===== config.mk =====
export PLATFORM = sky130hd
export DESIGN_NAME = sw_debounce
export DESIGN_NICKNAME = d
export VERILOG_FILES = /design/src/rtl/sw_pkg.sv /design/src/rtl/sw_debounce_bit.sv /design/src/rtl/sw_debounce.sv
export SDC_FILE = /design/constraint.sdc
export NUM_CORES = 1
export LEC_CHECK = 0
export BUFFER_PORTS_ARGS = -buffer_cell sky130_fd_sc_hd__buf_2
export CAP_MARGIN = 20
export CORE_ASPECT_RATIO = 2
export CORE_MARGIN = 2
export CORE_UTILIZATION = 51
export DETAILED_ROUTE_END_ITERATION = 8
export GPL_TIMING_DRIVEN = 0
export PLACE_DENSITY = 0.69
export SYNTH_ARGS = -nofsm -noshare
export SYNTH_HDL_FRONTEND = slang
export SYNTH_SLANG_ARGS = --single-unit
export TNS_END_PERCENT = 5

===== constraint.sdc =====
create_clock -name clk -period 2.8 [get_ports clk]
set_clock_uncertainty 0.05 [all_clocks]
set_input_delay 0.14 -clock clk [delete_from_list [all_inputs] [get_ports clk]]
set_output_delay 0.14 -clock clk [all_outputs]
set_load 0.03 [all_outputs]

===== src/rtl/sw_pkg.sv =====
// Shared constants for the slide-switch conditioning stage.
// Board timing (100 MHz clock, 10 ms debounce window) and the short window
// used when simulating, so benches do not have to run a million cycles.
package sw_pkg;

  localparam int NUM_SW                  = 16;
  localparam int CLK_HZ                  = 100_000_000;
  localparam int DEBOUNCE_MS             = 10;
  localparam int DEBOUNCE_CYCLES_DEFAULT = CLK_HZ / 1000 * DEBOUNCE_MS;
  localparam int SIM_DEBOUNCE_CYCLES     = 4;

endpackage


===== src/rtl/sw_debounce_bit.sv =====
// Single-bit switch conditioner: 2-flop synchroniser, stability counter,
// debounced state flop and registered rise/fall pulses.
// Ports: clk, rst_n (async active-low), sw_raw_i (async pin),
//        sw_db_o / sw_rise_o / sw_fall_o (registered),
//        flip_o (next-cycle flip indication, lets the parent register an
//        aggregate pulse aligned with rise/fall; driven from flops only).
module sw_debounce_bit
  import sw_pkg::*;
#(
  parameter int DEBOUNCE_CYCLES = DEBOUNCE_CYCLES_DEFAULT,
  parameter int CNT_W           = $clog2(DEBOUNCE_CYCLES)
) (
  input  logic clk,
  input  logic rst_n,
  input  logic sw_raw_i,
  output logic sw_db_o,
  output logic sw_rise_o,
  output logic sw_fall_o,
  output logic flip_o
);

  localparam logic [CNT_W-1:0] CNT_MAX = CNT_W'(DEBOUNCE_CYCLES - 1);

  logic             meta_q;
  logic             sync_q;
  logic [CNT_W-1:0] cnt_q;
  logic [CNT_W-1:0] cnt_d;
  logic             db_q;
  logic             db_d;
  logic             rise_q;
  logic             rise_d;
  logic             fall_q;
  logic             fall_d;
  logic             flip;

  // Counter only advances while the synchronised input disagrees with the
  // debounced state; any agreeing cycle discards the partial count. Reaching
  // CNT_MAX while still disagreeing is the flip point, so the counter never
  // needs to go past CNT_MAX.
  always_comb begin
    cnt_d = '0;
    flip  = 1'b0;
    if (sync_q != db_q) begin
      if (cnt_q == CNT_MAX) begin
        flip = 1'b1;
      end else begin
        cnt_d = cnt_q + CNT_W'(1);
      end
    end
    db_d   = db_q ^ flip;
    rise_d = flip & ~db_q;
    fall_d = flip & db_q;
  end

  always_ff @(posedge clk or negedge rst_n) begin
    if (!rst_n) begin
      meta_q <= 1'b0;
      sync_q <= 1'b0;
      cnt_q  <= '0;
      db_q   <= 1'b0;
      rise_q <= 1'b0;
      fall_q <= 1'b0;
    end else begin
      meta_q <= sw_raw_i;
      sync_q <= meta_q;
      cnt_q  <= cnt_d;
      db_q   <= db_d;
      rise_q <= rise_d;
      fall_q <= fall_d;
    end
  end

  assign sw_db_o   = db_q;
  assign sw_rise_o = rise_q;
  assign sw_fall_o = fall_q;
  assign flip_o    = flip;

endmodule


===== src/rtl/sw_debounce.sv =====
// Slide-switch conditioner: per-bit synchronise + debounce, per-bit edge
// pulses and a single aggregate change pulse, all registered.
// Ports: clk, rst_n (async active-low), sw_raw[WIDTH] (async pins),
//        sw_db / sw_rise / sw_fall [WIDTH], sw_changed.
module sw_debounce
  import sw_pkg::*;
#(
  parameter int WIDTH           = NUM_SW,
  parameter int DEBOUNCE_CYCLES = DEBOUNCE_CYCLES_DEFAULT
) (
  input  logic             clk,
  input  logic             rst_n,
  input  logic [WIDTH-1:0] sw_raw,
  output logic [WIDTH-1:0] sw_db,
  output logic [WIDTH-1:0] sw_rise,
  output logic [WIDTH-1:0] sw_fall,
  output logic             sw_changed
);

  localparam int CNT_W = $clog2(DEBOUNCE_CYCLES);

  logic [WIDTH-1:0] flip;
  logic             changed_q;

  for (genvar i = 0; i < WIDTH; i++) begin : g_bit
    sw_debounce_bit #(
      .DEBOUNCE_CYCLES (DEBOUNCE_CYCLES),
      .CNT_W           (CNT_W)
    ) u_bit (
      .clk       (clk),
      .rst_n     (rst_n),
      .sw_raw_i  (sw_raw[i]),
      .sw_db_o   (sw_db[i]),
      .sw_rise_o (sw_rise[i]),
      .sw_fall_o (sw_fall[i]),
      .flip_o    (flip[i])
    );
  end

  // Registered from the bits' next-cycle flip so the pulse lands in the same
  // cycle as the rise/fall flops rather than one cycle after them.
  always_ff @(posedge clk or negedge rst_n) begin
    if (!rst_n) begin
      changed_q <= 1'b0;
    end else begin
      changed_q <= |flip;
    end
  end

  assign sw_changed = changed_q;

endmodule


# Yosys cells after proc, flatten, opt, wreduce, memory -nomap -nowiden
# Index checks and enable logic that the tools add are counted.
[classes] addsub=16 n_eq_ne=32 mux=64 bitwise=64 n_reduce_logical=1
[op_table] cell="$mux 20" n=32
[op_table] cell="$add 20x1->20 const B" n=16
[op_table] cell="$eq 20x20->1 const B" n=16
[op_table] cell="$and 1x1->1" n=32
[op_table] cell="$mux 1" n=32
[op_table] cell="$ne 1x1->1" n=16
[op_table] cell="$not 1->1" n=16
[op_table] cell="$reduce_or 16->1" n=1
[op_table] cell="$xor 1x1->1" n=16
[word_totals] regBits=401 in_bits=18 out_inout_bits=49 elab_cells=274

# Longest topological paths before layout
# Gate-level depths: netlist (run 1).
[depth] ltp_word=4 depth_mapped=8 ltp_nobuf=6

# Hierarchy
# From an unflattened synthesis (run 1), not the netlist that was laid out.
[hier_totals] cells_unflattened=1846 hier_area_um2=19434.9
[modules_own_cells] module="sw_debounce_bit" n_inst=16 cells_per_inst=115 area_per_inst_um2=1211.2 seq_area_each_um2=625.6
[modules_own_cells] module="sw_debounce" n_inst=1 cells_per_inst=6 area_per_inst_um2=56.3 seq_area_each_um2=25.0

# Least setup slack after synthesis (run 1)
# OpenSTA, ideal clock, no wires.
[synth_timing] path_kind="reg-to-reg" start="register g_bit[10].u_bit.cnt_q[0]" end="register g_bit[10].u_bit.cnt_q[10]" setup_ns=0.121 t_arrival_ns=2.012 slack_ns=0.616 stages_incl_launch_ff=9 period_less_slack_ns=2.184 path_cell_list="dfrtp_1 ha_1 nand3_1 or4_1 or2_2 clkbuf_1 nand2_2 buf_2 nor2_1"
[synth_between] elab_chain_cells=3
[synth_lines] element="from (decl)" line="sw_debounce_bit.sv:26" source="logic [CNT_W-1:0] cnt_q;"
[synth_lines] element="from (signal assigned)" line="sw_debounce_bit.sv:66" source="cnt_q <= cnt_d;"
[synth_lines] element="$add 20x1->20 or $eq 20x20->1 (tied branches)" line="sw_debounce_bit.sv:47, sw_debounce_bit.sv:44"
[synth_lines] element="$mux 20 (*)" line="sw_debounce_bit.sv:44" source="if (cnt_q == CNT_MAX) begin"
[synth_lines] element="$mux 20 (*)" line="sw_debounce_bit.sv:43" source="if (sync_q != db_q) begin"
[synth_lines] element="via g_bit[10].u_bit.cnt_d[10]" line="sw_debounce_bit.sv:27" source="logic [CNT_W-1:0] cnt_d;"
# Mark *: on every way through the listed nets, which the timed path passes. The rest lies on a longest branch.

# Worst setup path in the final report (run 1)
[layout_timing] start="register g_bit[2].u_bit.cnt_q[0]" end="register g_bit[2].u_bit.cnt_q[12]"
[layout_between] elab_chain_cells=3
[layout_lines] element="from (decl)" line="sw_debounce_bit.sv:26"
[layout_lines] element="from (signal assigned)" line="sw_debounce_bit.sv:66"
[layout_lines] element="$add 20x1->20 or $eq 20x20->1 (tied branches)" line="sw_debounce_bit.sv:47, sw_debounce_bit.sv:44"
[layout_lines] element="$mux 20 (*)" line="sw_debounce_bit.sv:44"
[layout_lines] element="$mux 20 (*)" line="sw_debounce_bit.sv:43"
[layout_lines] element="via g_bit[2].u_bit.cnt_d[12]" line="sw_debounce_bit.sv:27"
# Marks and branches as above.

==> flow_summary.html, run 1 <==
<table>
<tr><th>Metric</th><th>Value</th></tr>
<tr><th colspan="2">Route</th></tr>
<tr><td>Post-route DRC violation count</td><td>0</td></tr>
<tr><td>Count of antenna-violating nets left after detailed routing</td><td>0</td></tr>
<tr><td>Final routed wire length divided by cell count</td><td>14.5 um</td></tr>
<tr><td>Vias/cell</td><td>5.28</td></tr>
<tr><td>Detailed Routing Iterations Pass 1</td><td>5</td></tr>
<tr><td>Number of vias in the routed layout</td><td>12600</td></tr>
<tr><td>Drt initial violations</td><td>about 520</td></tr>
<tr><td>Total wire length</td><td>34700 um</td></tr>
<tr><th colspan="2">Timing</th></tr>
<tr><td>Maximum frequency from static timing analysis</td><td>around 390 MHz</td></tr>
<tr><td>Fin worst setup slack</td><td>roughly 0.24 ns</td></tr>
<tr><td>Post-route fraction of the period consumed by the critical path</td><td>0.914</td></tr>
<tr><td>Final count of negative-setup-slack endpoints</td><td>0</td></tr>
<tr><td>Final Max Tran Viols</td><td>0</td></tr>
<tr><td>Final critical path time including I/O delays and setup</td><td>about 2.6 ns</td></tr>
<tr><td>Worst slew pin tran</td><td>just under 1 ns</td></tr>
<tr><td>Headroom to the max-slew limit</td><td>0.346</td></tr>
<tr><td>Hold violation total from the final report</td><td>0</td></tr>
<tr><td>RSZ-0062 raised after global routing</td><td>false</td></tr>
<tr><th colspan="2">Final layout</th></tr>
<tr><td>Multi-input combinational cell area</td><td>0.00776 sq mm</td></tr>
<tr><td>Fill cells</td><td>~3000</td></tr>
<tr><td>Post-synthesis to final-layout area growth</td><td>13.0%</td></tr>
<tr><td>Fraction of layout cells with a size suffix above 1</td><td>0.117</td></tr>
<tr><td>Antenna diodes</td><td>0</td></tr>
<tr><td>Sequential cell area</td><td>0.0100 sq mm</td></tr>
<tr><td>Final Net Count</td><td>approximately 1900</td></tr>
<tr><td>Post-Route Utilization</td><td>0.584</td></tr>
<tr><th colspan="2">Power</th></tr>
<tr><td>Net switching fraction of the power</td><td>0.219</td></tr>
<tr><td>Cell-internal power</td><td>8.94 mW</td></tr>
<tr><td>Portion of total power attributed to combinational logic</td><td>0.031</td></tr>
<tr><td>VDD IR max</td><td>488 uV</td></tr>
<tr><td>Net Sw Power</td><td>2.50 mW</td></tr>
<tr><td>Power share of the clock group</td><td>0.449</td></tr>
<tr><td>Static leakage power</td><td>9.24 nW</td></tr>
<tr><td>Part of the total power dissipated in sequential elements</td><td>0.520</td></tr>
<tr><td>Cell area power density</td><td>~550 mW/mm^2</td></tr>
<tr><th colspan="2">Place</th></tr>
<tr><td>Place WS</td><td>0.201 ns</td></tr>
<tr><td>Final GP Congestion</td><td>0.805</td></tr>
<tr><td>Port Buffers</td><td>66</td></tr>
<tr><td>DP Wirelength</td><td>24100 um</td></tr>
<tr><th colspan="2">Floorplan</th></tr>
<tr><td>Placeable core area</td><td>0.0357 sq mm</td></tr>
<tr><td>Initial Util</td><td>0.517</td></tr>
<tr><td>Floorplan die area</td><td>0.0378 sq mm</td></tr>
<tr><td>I/O pin count</td><td>67</td></tr>
<tr><td>Die span in y</td><td>273 um</td></tr>
<tr><td>Chip Width</td><td>138 um</td></tr>
<tr><td>Placement row count</td><td>98</td></tr>
<tr><th colspan="2">Worst hold path</th></tr>
<tr><td>Type of the tightest min-delay check</td><td>in -&gt; async</td></tr>
<tr><th colspan="2">Global routing</th></tr>
<tr><td>Wire length of the first global-routing pass</td><td>~61000 um</td></tr>
<tr><td>All-layer global routing usage</td><td>0.189</td></tr>
<tr><td>Largest net degree at the start of global routing</td><td>roughly 130</td></tr>
<tr><td>Via count of the first global-routing pass</td><td>approximately 13000</td></tr>
<tr><td>Global-route congestion overflow total</td><td>0</td></tr>
<tr><td>Initial antenna violation count</td><td>0</td></tr>
<tr><th colspan="2">Setup path</th></tr>
<tr><td>Destination of the worst register-to-register timing path</td><td>g_bit[2].u_bit.cnt_q[12]$_DFF_PN0_</td></tr>
<tr><td>Buffers and inverters on the worst path</td><td>2</td></tr>
<tr><td>Crit Path Class</td><td>reg -&gt; reg</td></tr>
<tr><td>Critical path's top delay family</td><td>simple AND/OR/NAND/NOR gates</td></tr>
<tr><td>Data required time at the worst endpoint</td><td>3.15 ns</td></tr>
<tr><td>CP Launch Point</td><td>g_bit[2].u_bit.cnt_q[0]$_DFF_PN0_</td></tr>
<tr><td>Reg-to-reg setup timing slack</td><td>0.24 ns</td></tr>
<tr><td>Crit Reg-Reg Startpoint</td><td>g_bit[2].u_bit.cnt_q[0]$_DFF_PN0_</td></tr>
<tr><td>Crit path max-delay cell type</td><td>buf_1</td></tr>
<tr><td>Kind of end point of the critical path</td><td>flop</td></tr>
<tr><td>Critical path fanouts, max</td><td>10</td></tr>
<tr><td>Crit path cell chain</td><td>ha_1 &gt; and3_1 &gt; nand3_1 &gt; or2_2 &gt; nand2b_1 &gt; clkbuf_1 &gt; buf_1 &gt; nor2_1</td></tr>
<tr><td>Arr. time, crit path</td><td>2.91 ns</td></tr>
<tr><td>Worst R2R Path Depth</td><td>8</td></tr>
<tr><td>Instance count on the critical path</td><td>8</td></tr>
<tr><td>Worst Setup EP</td><td>g_bit[2].u_bit.cnt_q[12]$_DFF_PN0_</td></tr>
<tr><td>Worst Setup Start Kind</td><td>flop</td></tr>
<tr><td>Delay contributed by the slowest stage of the critical path</td><td>0.41 ns</td></tr>
<tr><th colspan="2">Clocking</th></tr>
<tr><td>Sink count of the clock tree</td><td>401</td></tr>
<tr><td>Longest Clk Path Bufs</td><td>3</td></tr>
<tr><td>Clk Latency, worst-skew pair</td><td>0.54 ns</td></tr>
<tr><td>CTS tree</td><td>yes</td></tr>
<tr><td>TritonCTS buffer count</td><td>37</td></tr>
<tr><td>Clock root buffer</td><td>clkbuf_16</td></tr>
<tr><td>Clk slew on worst S/H paths</td><td>0.06 ns</td></tr>
<tr><td>Post-CTS setup buffers</td><td>0</td></tr>
<tr><td>Maximum level of the CTS H-tree</td><td>2</td></tr>
<tr><th colspan="2">Synth</th></tr>
<tr><td>Simple logic cell fraction of the synthesized area</td><td>0.255</td></tr>
<tr><td>Number of storage elements in the synthesis netlist</td><td>401</td></tr>
<tr><td>Fraction of registers with async set or reset after synthesis</td><td>1.00</td></tr>
<tr><td>Primary FF master, synth</td><td>dfrtp_1</td></tr>
<tr><td>Count of flip-flops with a built-in enable after synthesis</td><td>0</td></tr>
<tr><td>Compound-cell area share of the yosys netlist</td><td>0.00143</td></tr>
<tr><td>Mapped Avg Cell Area</td><td>10.3 sq um</td></tr>
<tr><td>Mapped Nets</td><td>1819</td></tr>
<tr><td>Number of distinct library cell variants in the gate-level netlist after synthesis</td><td>40</td></tr>
<tr><td>Post-Synth XOR/XNOR Area</td><td>0.144</td></tr>
<tr><td>Summed instance area of the synthesized netlist</td><td>0.0184 sq mm</td></tr>
<tr><td>Synthesis Warnings</td><td>0</td></tr>
<tr><td>Gate Count Post-Synth</td><td>1785</td></tr>
<tr><td>Post-Synth Adder-Cell Area</td><td>0.0109</td></tr>
<tr><td>Proportion of synthesized area in mux cells</td><td>0.00916</td></tr>
<tr><td>Largest family of logic cells by synthesized area</td><td>simple AND/OR/NAND/NOR gates</td></tr>
<tr><td>Share of the yosys chip area belonging to registers</td><td>0.544</td></tr>
<tr><th colspan="2">Outcome</th></tr>
<tr><td>Status</td><td>finished, final reports clean</td></tr>
<tr><th colspan="2">Flow run</th></tr>
<tr><td>Max Cap Violations</td><td>0</td></tr>
</table>
[layout make-up]
cell class,instances,area share
sequential,401,0.482
multi-input combinational,1272,0.372
clock buffer,53,0.0532
timing repair buffer,87,0.0287
tap,450,0.0270
buffer,80,0.0250
clock inverter,13,0.00595
inverter,32,0.00577
[power by group through the flow]
stage	combinational, mW	clock (mW)	sequential (mW)
CTS	0.373	5.28	5.95
global placement	0.329	0	6.05
floorplan	0.161	0	6.04
detailed placement	0.353	0	6.06
global route	0.419	5.52	5.96
finish	0.357	5.14	5.95
[synthesized netlist by cell type (3+ instances only)]
library cell,count,area [sq um]
and2_1,12,75.1
and3_1,68,425
dfrtp_1,401,10000
xnor2_1,163,1430
or2_2,17,106
buf_2,7,35.0
nand2b_1,5,31.3
nor3_1,49,245
or3_1,3,18.8
nor4b_1,17,149
nor4bb_1,5,50.1
and3b_1,3,26.3
inv_1,32,120
ha_1,16,200
nor2b_1,6,37.5
nand4bb_1,3,33.8
nor4_1,22,138
mux2_2,15,169
or4_1,10,75.1
xor2_1,141,1230
nand2_1,93,349
buf_4,48,360
nor2_1,364,1370
clkbuf_1,21,78.8
nand3_1,125,626
and4_1,16,140
nor3b_1,41,308
a2111oi_0,3,26.3
nand4_1,63,394
[repair_timing]
action,4_1_cts,5_1_grt
gates resized for setup,0,0
hold buffers,17,0
hold endpoints to repair,87,0
[cells by family (layout without fill, tap and decap cells)]
| family | count (synthesis) | count (layout) |
|---|---|---|
| muxes | 15 | 15 |
| adders and majority gates | 16 | 16 |
| AOI/OAI and AO/OA | 3 | 3 |
| xor gates and xnor gates | 304 | 304 |
| and+or+nand+nor | 934 | 934 |
| buffers and inverters | 112 | 265 |
| DFF | 401 | 401 |
[through the flow]
stage               hold WS [ns]  power (mW)  cell area [sq um]  setup TNS (ns)  std cells
floorplan                 -0.206        6.20              18400               0       1785
detailed placement        0.0946        6.41              19400               0       2305
CTS                        0.102        11.6              20800               0       2388
global route               0.130        11.9              20800               0       2388
finish                    0.0888        11.4              20800               0       2388
global placement           0.197        6.38              19300        -2496.51       2301
[cells in the final DEF (no fill, tap or decap), types with 48 or more instances in the layout]
cell	n
nor2_1	364
nand3_1	125
nor3_1	49
xor2_1	141
xnor2_1	163
nand2_1	93
dfrtp_1	401
nand4_1	63
and3_1	68
buf_2	73
buf_4	48
[worst min-delay path by stage]
stage                                                     to  slack [ns]  cells after the start
final                      g_bit[3].u_bit.cnt_q[1]$_DFF_PN0_        0.09                      2
after CTS                 g_bit[3].u_bit.cnt_q[18]$_DFF_PN0_        0.10                      2
after global routing       g_bit[3].u_bit.cnt_q[1]$_DFF_PN0_        0.13                      2
after floorplan                   asynchronous set/reset pin       -0.21                      0
after global placement      g_bit[11].u_bit.meta_q$_DFF_PN0_        0.20                      1
after detailed placement   g_bit[3].u_bit.cnt_q[1]$_DFF_PN0_        0.09                      1
[worst register-to-register path, stage by stage (launching register included)]
cell and delay, ns:
dfrtp_1 0.39, ha_1 0.20, and3_1 0.26, nand3_1 0.18, or2_2 0.39, nand2b_1 0.08, clkbuf_1 0.37, buf_1 0.41
nor2_1 0.10
[state kept, by name, indices dropped and copies added, names as in the netlist, named ones only]
register               flops
sw_changed                 1
g_bit.u_bit.sync_q        16
g_bit.u_bit.sw_rise_o     16
g_bit.u_bit.cnt_q        320
g_bit.u_bit.meta_q        16
g_bit.u_bit.sw_fall_o     16
[routing by layer]
metal / up-vias / track usage / part of all wire
met3: 60 / 0.0261 / 0.024
met1: 6247 / 0.208 / 0.39
met2: 119 / 0.369 / 0.56
li1: 6183 / - / -
met4: 0 / 0.0653 / 0.026
met5: - / 0 / 0
(Power assumes the default switching activity.)
==> run 2: changes to the inputs <==
--- a/config.mk
+++ b/config.mk
@@ -12,7 +12,7 @@
 export CORE_UTILIZATION = 51
 export DETAILED_ROUTE_END_ITERATION = 8
 export GPL_TIMING_DRIVEN = 0
-export PLACE_DENSITY = 0.69
+export PLACE_DENSITY = 0.71
 export SYNTH_ARGS = -nofsm -noshare
 export SYNTH_HDL_FRONTEND = slang
 export SYNTH_SLANG_ARGS = --single-unit
==> constraint.sdc (replaced) <==
create_clock -name clk -period 2.3 [get_ports clk]
set_clock_uncertainty 0.05 [all_clocks]
set_input_delay 0.115 -clock clk [delete_from_list [all_inputs] [get_ports clk]]
set_output_delay 0.115 -clock clk [all_outputs]
set_load 0.03 [all_outputs]
==> flow_summary.html, run 2 (same netlist as run 1, synthesis figures left out) <==
<table>
<tr><th>Metric</th><th>Value</th></tr>
<tr><th colspan="2">Timing</th></tr>
<tr><td>Post-route fraction of the period consumed by the critical path</td><td>1.01 (+0.0922)</td></tr>
<tr><td>Final critical path time including I/O delays and setup</td><td>2.31 ns (-0.245 ns)</td></tr>
<tr><td>RSZ-0062 raised after global routing</td><td>true</td></tr>
<tr><td>Final Max Tran Viols</td><td>0 (unchanged)</td></tr>
<tr><td>Final count of negative-setup-slack endpoints</td><td>6 (+6)</td></tr>
<tr><td>Final-layout setup total negative slack</td><td>-0.0202 ns (-0.0202 ns)</td></tr>
<tr><td>Headroom to the max-slew limit</td><td>0.309 (-0.0373)</td></tr>
<tr><td>Maximum frequency from static timing analysis</td><td>432 MHz (+11%)</td></tr>
<tr><td>Hold violation total from the final report</td><td>0 (unchanged)</td></tr>
<tr><td>Worst slew pin tran</td><td>1.02 ns (+0.0504 ns)</td></tr>
<tr><td>Fin worst setup slack</td><td>-0.0140 ns (-0.255 ns)</td></tr>
<tr><th colspan="2">Worst hold path</th></tr>
<tr><td>Type of the tightest min-delay check</td><td>in -&gt; async</td></tr>
<tr><th colspan="2">Floorplan</th></tr>
<tr><td>Placement row count</td><td>98 (unchanged)</td></tr>
<tr><td>Floorplan die area</td><td>0.0378 sq mm (unchanged)</td></tr>
<tr><td>Die span in y</td><td>273 um (unchanged)</td></tr>
<tr><td>Chip Width</td><td>138 um (unchanged)</td></tr>
<tr><td>Placeable core area</td><td>0.0357 sq mm (unchanged)</td></tr>
<tr><td>I/O pin count</td><td>67 (unchanged)</td></tr>
<tr><td>Initial Util</td><td>0.517 (unchanged)</td></tr>
<tr><th colspan="2">Route</th></tr>
<tr><td>Highest routing layer actually used</td><td>met4</td></tr>
<tr><td>Wire length on met1</td><td>13700 um (+1.7%)</td></tr>
<tr><td>Routed length on met3</td><td>801 um (-2.9%)</td></tr>
<tr><td>Total wire length</td><td>35300 um (+1.5%)</td></tr>
<tr><td>Detailed Routing Iterations Pass 1</td><td>4 (-1)</td></tr>
<tr><td>Count of antenna-violating nets left after detailed routing</td><td>0 (unchanged)</td></tr>
<tr><td>Drt initial violations</td><td>512 (-1.2%)</td></tr>
<tr><td>Met2 Routed Length</td><td>19800 um (+1.4%)</td></tr>
<tr><td>Number of vias in the routed layout</td><td>12700 (+0.62%)</td></tr>
<tr><td>Final routed wire length divided by cell count</td><td>14.8 um (+1.4%)</td></tr>
<tr><td>Post-route DRC violation count</td><td>0 (unchanged)</td></tr>
<tr><td>Vias/cell</td><td>5.31 (+0.53%)</td></tr>
<tr><th colspan="2">Place</th></tr>
<tr><td>DP Wirelength</td><td>24200 um (+0.49%)</td></tr>
<tr><td>Cell area after placement</td><td>0.0194 sq mm (unchanged)</td></tr>
<tr><td>Port Buffers</td><td>66 (unchanged)</td></tr>
<tr><td>Final GP Congestion</td><td>0.808 (+0.32%)</td></tr>
<tr><th colspan="2">Global routing</th></tr>
<tr><td>Via count of the first global-routing pass</td><td>13500 (+0.88%)</td></tr>
<tr><td>Initial antenna violation count</td><td>0 (unchanged)</td></tr>
<tr><td>Wire length of the first global-routing pass</td><td>61500 um (+0.75%)</td></tr>
<tr><td>All-layer global routing usage</td><td>0.191 (+0.00186)</td></tr>
<tr><td>Global-route congestion overflow total</td><td>0 (unchanged)</td></tr>
<tr><td>Largest net degree at the start of global routing</td><td>128 (+1.6%)</td></tr>
<tr><th colspan="2">Clocking</th></tr>
<tr><td>Clk Latency, worst-skew pair</td><td>0.54 ns (about the same)</td></tr>
<tr><td>TritonCTS buffer count</td><td>38 (+2.7%)</td></tr>
<tr><td>Clk slew on worst S/H paths</td><td>0.07 ns (about the same)</td></tr>
<tr><td>Maximum level of the CTS H-tree</td><td>2 (unchanged)</td></tr>
<tr><td>CTS tree</td><td>yes</td></tr>
<tr><td>Longest Clk Path Bufs</td><td>3 (unchanged)</td></tr>
<tr><td>Sink count of the clock tree</td><td>401 (unchanged)</td></tr>
<tr><td>Clock root buffer</td><td>clkbuf_16</td></tr>
<tr><th colspan="2">Power</th></tr>
<tr><td>Overall power</td><td>14.4 mW (+26%)</td></tr>
<tr><td>Cell area power density</td><td>680 mW/mm^2 (+24%)</td></tr>
<tr><td>VDD IR max</td><td>583 uV (+19%)</td></tr>
<tr><td>Static leakage power</td><td>9.36 nW (+1.3%)</td></tr>
<tr><th colspan="2">Final layout</th></tr>
<tr><td>Antenna diodes</td><td>0 (unchanged)</td></tr>
<tr><td>Summed area of non-filler cells in the final layout</td><td>0.0212 sq mm (+1.7%)</td></tr>
<tr><td>Most common library cell in the layout ignoring fill and taps</td><td>dfrtp_1</td></tr>
<tr><td>Register bank with the most flops</td><td>g_bit.u_bit.cnt_q</td></tr>
<tr><td>Multi-input combinational cell area</td><td>0.00792 sq mm (+2.1%)</td></tr>
<tr><td>Fill cells</td><td>2935 (-1.8%)</td></tr>
<tr><td>Final Net Count</td><td>1947 (+0.10%)</td></tr>
<tr><td>Post-synthesis to final-layout area growth</td><td>14.9%</td></tr>
<tr><td>Fraction of layout cells with a size suffix above 1</td><td>0.142 (+0.0257)</td></tr>
<tr><td>Largest register FFs</td><td>320 (unchanged)</td></tr>
<tr><td>Leading cell types in the layout, fill and taps excluded</td><td>dfrtp_1 (397), nor2_1 (364), xnor2_1 (163)</td></tr>
<tr><td>Sequential cell area</td><td>0.0100 sq mm (about the same)</td></tr>
<tr><th colspan="2">Setup path</th></tr>
<tr><td>Reg-to-reg setup timing slack</td><td>-0.01 ns (-0.26 ns)</td></tr>
<tr><td>Critical path fanouts, max</td><td>10 (unchanged)</td></tr>
<tr><td>Worst R2R Path Depth</td><td>7 (-1)</td></tr>
<tr><td>Data required time at the worst endpoint</td><td>2.67 ns (-0.48 ns)</td></tr>
<tr><td>Destination of the worst register-to-register timing path</td><td>g_bit[13].u_bit.cnt_q[13]$_DFF_PN0_</td></tr>
<tr><td>Kind of end point of the critical path</td><td>flop</td></tr>
<tr><td>Worst Setup Start Kind</td><td>flop</td></tr>
<tr><td>CP Launch Point</td><td>g_bit[13].u_bit.cnt_q[15]$_DFF_PN0_</td></tr>
<tr><td>Worst Setup EP</td><td>g_bit[13].u_bit.cnt_q[13]$_DFF_PN0_</td></tr>
<tr><td>Crit Reg-Reg Startpoint</td><td>g_bit[13].u_bit.cnt_q[15]$_DFF_PN0_</td></tr>
<tr><td>Crit Path Class</td><td>reg -&gt; reg</td></tr>
<tr><td>Arr. time, crit path</td><td>2.68 ns (-0.23 ns)</td></tr>
<tr><th colspan="2">Outcome</th></tr>
<tr><td>Violations in the final reports</td><td>negative setup slack</td></tr>
<tr><td>Status</td><td>finished with violations</td></tr>
<tr><th colspan="2">Flow run</th></tr>
<tr><td>Max Cap Violations</td><td>0 (unchanged)</td></tr>
</table>
## run 2: critical path, stage by stage, from the launching register on
cell,delay (ns)
dfrtp_1,0.40
or4_1,0.52
or4_4,0.56
or2_4,0.28
nand2b_4,0.08
buf_8,0.13
buf_12,0.12
nor2_1,0.05
## run 2: routing by layer
metal / up-vias / track usage
met5: - / 0
li1: 6187 / -
met1: 6295 / 0.209
met4: 0 / 0.0701
met3: 66 / 0.0235
met2: 139 / 0.373
## run 2: worst min path at each step
stage | to | slack (ns) | depth (start not counted) | start
floorplan | asynchronous set/reset pin | -0.23 | 0 | rst_n
global placement | g_bit[6].u_bit.meta_q$_DFF_PN0_ | 0.17 | 1 | sw_raw[6]
detailed placement | g_bit[5].u_bit.meta_q$_DFF_PN0_ | 0.04 | 1 | rst_n
CTS | g_bit[5].u_bit.meta_q$_DFF_PN0_ | 0.06 | 2 | rst_n
global route | g_bit[5].u_bit.meta_q$_DFF_PN0_ | 0.11 | 2 | rst_n
finish | g_bit[5].u_bit.meta_q$_DFF_PN0_ | 0.04 | 2 | rst_n
## run 2: final cells by class
type,instances,share of cell area
Tap cell,450,0.0266
Multi-Input combinational cell,1272,0.374
Clock inverter,15,0.00998
Clock buffer,52,0.0532
Timing Repair Buffer,91,0.0297
Buffer,77,0.0269
Sequential cell,401,0.474
Inverter,32,0.00567
## run 2: timing repair
| item | in CTS | in global routing |
|---|---|---|
| setup endpoints to repair | 160 | 172 |
| endpoints found under the hold margin | 171 | 0 |
| setup buffers | 0 | 4 |
| hold buffers | 17 | 0 |
| pin swaps | 1 | 4 |
| gates resized for setup | 43 | 34 |
## run 2: stage by stage
step | setup WS (ns) | util | hold slack (ns) | std cells
final | -0.0140 | 0.594 | 0.0442 | 2390
after detailed placement | -0.302 | 0.544 | 0.0353 | 2305
after floorplan | 0.116 | - | -0.231 | 1785
after global routing | -0.0905 | 0.594 | 0.111 | 2390
after CTS | -0.0405 | 0.590 | 0.0605 | 2388
after global placement | -6.75 | 0.542 | 0.172 | 2301
## run 2: power by group
| part | leakage (nW) | internal [mW] | switching (mW) |
|---|---|---|---|
| combinational | 3.22 | 0.162 | 0.303 |
| sequential | 5.48 | 7.15 | 0.0977 |
| clock | 0.653 | 4.00 | 2.69 |
| total | 9.36 | 11.3 | 3.10 |
